**src/rtl/muldiv_sequencer_if.sv**
```systemverilog
// Handshake/data bundle between the EX stage and the M-extension sequencer.
// The master is the pipeline side and the slave is the sequencer.
interface muldiv_sequencer_if #(
    parameter int XLEN = 32
);
    logic            i_start;
    logic            i_kill;
    logic [2:0]      i_op;
    logic [XLEN-1:0] i_data1;
    logic [XLEN-1:0] i_data2;
    logic            o_ready;
    logic            o_busy;
    logic            o_done;
    logic [XLEN-1:0] o_result;

    modport master (
        output i_start, i_kill, i_op, i_data1, i_data2,
        input  o_ready, o_busy, o_done, o_result
    );

    modport slave (
        input  i_start, i_kill, i_op, i_data1, i_data2,
        output o_ready, o_busy, o_done, o_result
    );
endinterface

```
**src/rtl/muldiv_sequencer.sv**
```systemverilog
// Multi-cycle RV32M sequencer: one-cycle registered multiply and a radix-2
// restoring divider (XLEN iterations), followed by a sign-fix cycle.
// Optional macro DIV_EARLY_OUT_EN: divides by zero, or with |divisor| > |dividend|,
// skip the iterations and finish in 3 edges with identical results.
module muldiv_sequencer #(
    parameter int XLEN  = 32,
    parameter int CNT_W = 6
) (
    input  logic              i_clk,
    input  logic              i_resetn,
    muldiv_sequencer_if.slave bus
);

    typedef enum logic [2:0] {S_IDLE, S_MUL, S_DIV, S_FIX, S_DONE} state_t;

    state_t          r_state, w_next;
    logic [2:0]      r_op;
    logic [XLEN-1:0] r_a;       // multiplicand, or dividend shifting into quotient
    logic [XLEN-1:0] r_b;       // multiplier, or divisor magnitude
    logic [XLEN-1:0] r_rem;
    logic [XLEN-1:0] r_result;
    logic [CNT_W-1:0] r_cnt;
    logic            r_neg_q, r_neg_r, r_eo;

    logic            w_accept, w_div_signed, w_neg1, w_neg2, w_early;
    logic [XLEN-1:0] w_mag1, w_mag2;

    assign w_accept     = (r_state == S_IDLE) && bus.i_start && !bus.i_kill;
    // DIV/REM (funct3 100/110) are signed, DIVU/REMU (101/111) are not
    assign w_div_signed = !bus.i_op[0];
    assign w_neg1       = w_div_signed && bus.i_data1[XLEN-1];
    assign w_neg2       = w_div_signed && bus.i_data2[XLEN-1];
    assign w_mag1       = w_neg1 ? -bus.i_data1 : bus.i_data1;
    assign w_mag2       = w_neg2 ? -bus.i_data2 : bus.i_data2;

`ifdef DIV_EARLY_OUT_EN
    assign w_early = (bus.i_data2 == '0) || (w_mag2 > w_mag1);
`else
    assign w_early = 1'b0;
`endif

    // Multiply: operands sign- or zero-extended to XLEN+1 bits; the low
    // 2*XLEN bits of the product are exact in either case.
    logic                     w_sa, w_sb;
    logic signed [XLEN:0]     w_ma, w_mb;
    logic signed [2*XLEN-1:0] w_prod;
    logic [XLEN-1:0]          w_mul_res;

    assign w_sa      = (r_op[1:0] != 2'b11);
    assign w_sb      = (r_op[1:0] == 2'b01);
    assign w_ma      = {w_sa && r_a[XLEN-1], r_a};
    assign w_mb      = {w_sb && r_b[XLEN-1], r_b};
    assign w_prod    = w_ma * w_mb;
    assign w_mul_res = (r_op[1:0] == 2'b00) ? w_prod[XLEN-1:0] : w_prod[2*XLEN-1:XLEN];

    // One restoring-division step; the shifted partial remainder needs XLEN+1 bits
    logic [XLEN:0]   w_sh;
    logic            w_ge;
    logic [XLEN-1:0] w_sub;

    assign w_sh  = {r_rem, r_a[XLEN-1]};
    assign w_ge  = (w_sh >= {1'b0, r_b});
    assign w_sub = w_sh[XLEN-1:0] - r_b;

    // Sign fix: a zero divisor never negates the quotient (neg_q cleared at entry)
    logic [XLEN-1:0] w_fix;
    assign w_fix = r_op[1] ? (r_neg_r ? -r_rem : r_rem)
                           : (r_neg_q ? -r_a   : r_a);

    // State register
    always_ff @(posedge i_clk or negedge i_resetn) begin
        if (!i_resetn) r_state <= S_IDLE;
        else           r_state <= w_next;
    end

    // Next-state logic; KILL from any busy state wins over everything
    always_comb begin
        w_next = r_state;
        case (r_state)
            S_IDLE: if (w_accept) w_next = bus.i_op[2] ? S_DIV : S_MUL;
            S_MUL:  w_next = S_DONE;
            S_DIV:  if (r_cnt == '0) w_next = S_FIX;
            S_FIX:  w_next = S_DONE;
            S_DONE: w_next = S_IDLE;
            default: w_next = S_IDLE;
        endcase
        if (bus.i_kill && r_state != S_IDLE) w_next = S_IDLE;
    end

    // Datapath: operand capture, divide iterations, result register
    always_ff @(posedge i_clk or negedge i_resetn) begin
        if (!i_resetn) begin
            r_op     <= '0;
            r_a      <= '0;
            r_b      <= '0;
            r_rem    <= '0;
            r_result <= '0;
            r_cnt    <= '0;
            r_neg_q  <= 1'b0;
            r_neg_r  <= 1'b0;
            r_eo     <= 1'b0;
        end else begin
            case (r_state)
                S_IDLE: if (w_accept) begin
                    r_op <= bus.i_op;
                    if (bus.i_op[2]) begin
                        // Early-out preloads final quotient/remainder magnitudes
                        // and spends one idle DIV cycle before the sign fix.
                        r_a     <= w_early ? ((bus.i_data2 == '0) ? '1 : '0) : w_mag1;
                        r_rem   <= w_early ? w_mag1 : '0;
                        r_b     <= w_mag2;
                        r_cnt   <= w_early ? '0 : CNT_W'(XLEN-1);
                        r_eo    <= w_early;
                        r_neg_q <= (w_neg1 ^ w_neg2) && (bus.i_data2 != '0);
                        r_neg_r <= w_neg1;
                    end else begin
                        r_a <= bus.i_data1;
                        r_b <= bus.i_data2;
                    end
                end
                S_MUL: if (!bus.i_kill) r_result <= w_mul_res;
                S_DIV: if (!r_eo) begin
                    r_a   <= {r_a[XLEN-2:0], w_ge};
                    r_rem <= w_ge ? w_sub : w_sh[XLEN-1:0];
                    if (r_cnt != '0) r_cnt <= r_cnt - 1'b1;
                end
                S_FIX: if (!bus.i_kill) r_result <= w_fix;
                default: ;
            endcase
        end
    end

    assign bus.o_ready  = (r_state == S_IDLE);
    assign bus.o_busy   = (r_state != S_IDLE);
    assign bus.o_done   = (r_state == S_DONE);
    assign bus.o_result = r_result;

endmodule
```
**src/flat_wrapper.sv**
```systemverilog
// flat-port wrapper written by rule: the top's interface ports become plain ports
module muldiv_sequencer_flat 
#(
    parameter int XLEN  = 32,
    parameter int CNT_W = 6
)
  (i_clk, i_resetn, bus_i_start, bus_i_kill, bus_i_op, bus_i_data1, bus_i_data2, bus_o_ready, bus_o_busy, bus_o_done, bus_o_result);
  muldiv_sequencer_if #(.XLEN(XLEN)) bus_i ();
  input  logic i_clk;
  input  logic i_resetn;
  input wire logic [$bits(bus_i.i_start)-1:0] bus_i_start;
  input wire logic [$bits(bus_i.i_kill)-1:0] bus_i_kill;
  input wire logic [$bits(bus_i.i_op)-1:0] bus_i_op;
  input wire logic [$bits(bus_i.i_data1)-1:0] bus_i_data1;
  input wire logic [$bits(bus_i.i_data2)-1:0] bus_i_data2;
  output wire logic [$bits(bus_i.o_ready)-1:0] bus_o_ready;
  output wire logic [$bits(bus_i.o_busy)-1:0] bus_o_busy;
  output wire logic [$bits(bus_i.o_done)-1:0] bus_o_done;
  output wire logic [$bits(bus_i.o_result)-1:0] bus_o_result;
  assign bus_i.i_start = bus_i_start;
  assign bus_i.i_kill = bus_i_kill;
  assign bus_i.i_op = bus_i_op;
  assign bus_i.i_data1 = bus_i_data1;
  assign bus_i.i_data2 = bus_i_data2;
  assign bus_o_ready = bus_i.o_ready;
  assign bus_o_busy = bus_i.o_busy;
  assign bus_o_done = bus_i.o_done;
  assign bus_o_result = bus_i.o_result;
  muldiv_sequencer #(.XLEN(XLEN), .CNT_W(CNT_W)) u_core (.i_clk(i_clk), .i_resetn(i_resetn), .bus(bus_i));
endmodule
```
**config.mk**
```make
export PLATFORM = sky130hd
export DESIGN_NAME = muldiv_sequencer_flat
export DESIGN_NICKNAME = d
export VERILOG_FILES = /design/src/rtl/muldiv_sequencer_if.sv /design/src/rtl/muldiv_sequencer.sv /design/src/flat_wrapper.sv
export SDC_FILE = /design/constraint.sdc
export NUM_CORES = 2
export LEC_CHECK = 0
export ABC_CLOCK_PERIOD_IN_PS = 8330
export BUFFER_PORTS_ARGS = -buffer_cell sky130_fd_sc_hd__buf_2
export CAP_MARGIN = 20
export CORE_UTILIZATION = 40
export CTS_CLUSTER_SIZE = 28
export DETAILED_ROUTE_END_ITERATION = 8
export PLACE_DENSITY = 0.69
export SETUP_SLACK_MARGIN = 0.05
export SLEW_MARGIN = 5
export SYNTH_ARGS = -nofsm -noshare
export SYNTH_HDL_FRONTEND = slang
export SYNTH_SLANG_ARGS = --single-unit
```
**constraint.sdc**
```tcl
create_clock -name i_clk -period 8.33 [get_ports i_clk]
set_clock_uncertainty 0.15 [all_clocks]
set_input_delay 1.666 -clock i_clk [delete_from_list [all_inputs] [get_ports i_clk]]
set_output_delay 1.666 -clock i_clk [all_outputs]
set_load 0.05 [all_outputs]
```
==> run_results.csv <==
group,metric,value,unit
drt,dr_total_vias,39813,
timing,min_period_over_period,0.974,
synth,synth.avg_cell_area,8.68,µm²
grt,grt_util_all_layers,0.259,
drt,drt-initial-drc-count,3205,
synth,synth_seq_cells,141,
synth,postSynthCellCount,5661,
cells_and_area,fillerInstances,11815,
floorplan,die_h,353,µm
worst_setup_path,cp_max_fo,25,
synth,synthMostInstantiatedCell,"inv_1",
drt,ant_nets,0,
worst_setup_path,cp_slowest_cell,"fa_1",
drt,wl_per_cell,21.4,µm
placed_design,port_buffers,105,
grt,grt_pass1_wl,247,mm
drt,drcViolationCount,0,
hold_path,hold_path.class,"reg2reg",
synth,synth_top_cell_area_share,0.459,
synth,yosysUniqueCellTypes,94,
synth,synthTopCellsByArea,"fa_1 (46%), inv_1 (9.6%), nand2_1 (7.4%), dfrtp_1 (7.2%), ha_1 (6.4%)",
timing,slew_violations,0,
drt,first_pass_iters,6,
synth,seq_area_frac_synth,0.0718,
timing,slew_headroom,0.166,
outcome,status,"completed",
cells_and_area,regArea,3540,µm²
cells_and_area,stdcell_area,53600,µm²
clock_network,clkSlewWorstSetupHoldPaths,70,ps
cells_and_area,fin_nets,7123,
worst_setup_path,worstSetupPathType,"reg2reg",
timing,rsz0062_at_grt,"true",
timing,worst_pin_slew,1250,ps
worst_setup_path,critPathRequiredTime,8570,ps
placed_design,placed_cell_area,52600,µm²
worst_setup_path,cp-end-kind,"register",
placed_design,dp_hpwl,129,mm
worst_setup_path,cpMostUsedCell,"fa_1",
flow_run,max_cap_violations,0,
timing,finalSetupViolations,0,
synth,yosysTopAreaCell,"fa_1",
floorplan,initial_utilization,0.403,
timing,finalHoldViolCount,0,
synth,syn_nets,7109,
synth,yosys-top-cells-count,"inv_1 (1256), fa_1 (1126), nand2_1 (968), clkbuf_1 (274), ha_1 (251)",
synth,syn_area,49200,µm²
floorplan,coreArea,122000,µm²
floorplan,dieArea,124000,µm²
floorplan,pin_count,106,
grt,gr-total-overflow,0,
grt,antenna_found_initial,5,
clock_network,cts_sinks,141,
cells_and_area,multi_input_area,39800,µm²
clock_network,cts_made_buffers,17,
floorplan,die_w,353,µm
worst_setup_path,cp-start-kind,"register",
clock_network,cts_buffer_depth,2,
synth,synth_async_sr_flop_share,1.00,
floorplan,num_rows,128,
synth,synth-edff-count,0,
worst_setup_path,max_stage_delay,560,ps
clock_network,ctsHtreeMaxLevel,4,
timing,min_period,8120,ps
worst_setup_path,crit_arrival,8350,ps
clock_network,cts_hold_buf,0,
drt,drt-total-wl,157,mm
synth,synth_ff_type,"dfrtp_1",
clock_network,root_buffer,"clkbuf_16",
clock_network,clk_latency,510,ps
clock_network,cts_tree,"built",
timing,fmax,123,MHz
placed_design,place_congestion,1.05,
grt,grt_pass1_vias,42557,
grt,grt_max_degree,82,
cells_and_area,drive_above_1_share,0.0819,
drt,vias_per_cell,5.44,
synth,synth_warnings,0,
cells_and_area,syn_to_final_growth,9.00,%
-- cell type report --
type / count / area share
well taps: 1625 / 0.0379
multi-input cells: 3926 / 0.742
inverters: 1256 / 0.0881
diodes: 3 / 0.000140
clock inverters: 15 / 0.00383
clock buffers: 17 / 0.00794
repair buffers: 333 / 0.0539
flip-flops and latches: 141 / 0.0662
-- metal layers --
metal | vias up | global-route usage | routed length (µm)
met5 | - | 0 | 25
met4 | 4 | 0.103 | 7110
met3 | 324 | 0.0503 | 14400
met2 | 1848 | 0.421 | 72900
met1 | 20583 | 0.341 | 62500
li1 | 17054 | - | -
-- metrics by stage --
step / hold WS (ps) / worst slack, ps / cells / setup TNS, ps / util
floorplan: 360 / 164 / 5661 / 0 / -
global placement: 338 / 114 / 7272 / 0 / 0.432
detailed placement: 336 / 6.71 / 7273 / 0 / 0.432
CTS: 360 / 76.1 / 7305 / 0 / 0.437
global route: 394 / -16.8 / 7314 / -16.8 / 0.440
finish: 359 / 214 / 7316 / 0 / 0.440
-- final timing paths --
| check | cells past startpoint | start | slack (ps) | to |
|---|---|---|---|---|
| worst min-delay path | 1 | u_core.bus.o_result[2] | 360 | u_core.bus.o_result[2] |
| worst min register to register | 1 | u_core.bus.o_result[2] | 360 | u_core.bus.o_result[2] |
| max in group asynchronous | 2 | i_resetn | 5330 | u_core.r_b[5] |
| min in group asynchronous | 1 | i_resetn | 1080 | u_core.r_rem[11] |
| worst max-delay path | 27 | u_core.r_b[1] | 210 | u_core.bus.o_result[29] |
| worst max register to register | 27 | u_core.r_b[1] | 210 | u_core.bus.o_result[29] |
-- critical path, delay by kind of cell (launching register included) --
| kind | cells | cell delay (ps) |
|---|---|---|
| buffers and inverters | 8 | 790 |
| XOR/XNOR | 1 | 260 |
| AO/OA/AOI/OAI | 3 | 1030 |
| adder cells (fa/ha/maj) | 9 | 4440 |
| AND/OR/NAND/NOR | 6 | 870 |
| flip-flops | 1 | 450 |
-- logic make-up after synthesis --
kind of cell             synth area share
flip-flops                         0.0718
multiplexers                      0.00738
adder cells (fa/ha/maj)             0.522
XOR/XNOR                           0.0376
AO/OA/AOI/OAI                      0.0883
AND/OR/NAND/NOR                     0.149
buffers and inverters               0.123
-- layout by cell type, fill, tap and decap left out, types with 14 or more instances in the layout --
master	synthesis	layout
o21ai_1	39	38
mux2i_1	34	33
a211oi_1	20	19
o211ai_1	14	14
nand2_1	968	964
a22oi_1	34	34
or3_1	18	18
dfrtp_1	141	128
nand3_1	26	26
buf_12	0	48
o21ai_0	159	159
buf_2	22	104
o41ai_1	16	16
inv_1	1256	1249
buf_4	12	173
ha_1	251	249
o31ai_1	31	30
nor3_1	38	35
o22ai_1	17	17
nor2_1	195	190
a21oi_1	155	154
and2_1	234	234
and3_1	29	27
o21bai_1	14	14
fa_1	1126	1120
a21o_1	46	46
nand4_1	20	20
clkbuf_16	0	17
nor4_1	18	18
xnor2_1	127	127
xor2_1	84	84
a31oi_1	24	23
-- flip-flops by register name, indices dropped and copies added, names as in the netlist --
signal               cells
u_core.r_neg_r           1
u_core.r_state           3
u_core.r_rem            32
u_core.r_a              32
u_core.r_cnt             6
u_core.r_op              2
u_core.r_b              32
u_core.bus.o_result     32
u_core.r_neg_q           1
-- timing repair --
item / CTS / global route
pin swaps: 0 / 13
buffers inserted: 0 / 7
gates resized for setup: 4 / 60
gates cloned: 0 / 0
endpoints found under the setup margin: 4 / 22
Power is left out: the tool's default activity adds up to more than one toggle a clock period on the data nets, which glitch-free logic cannot reach.
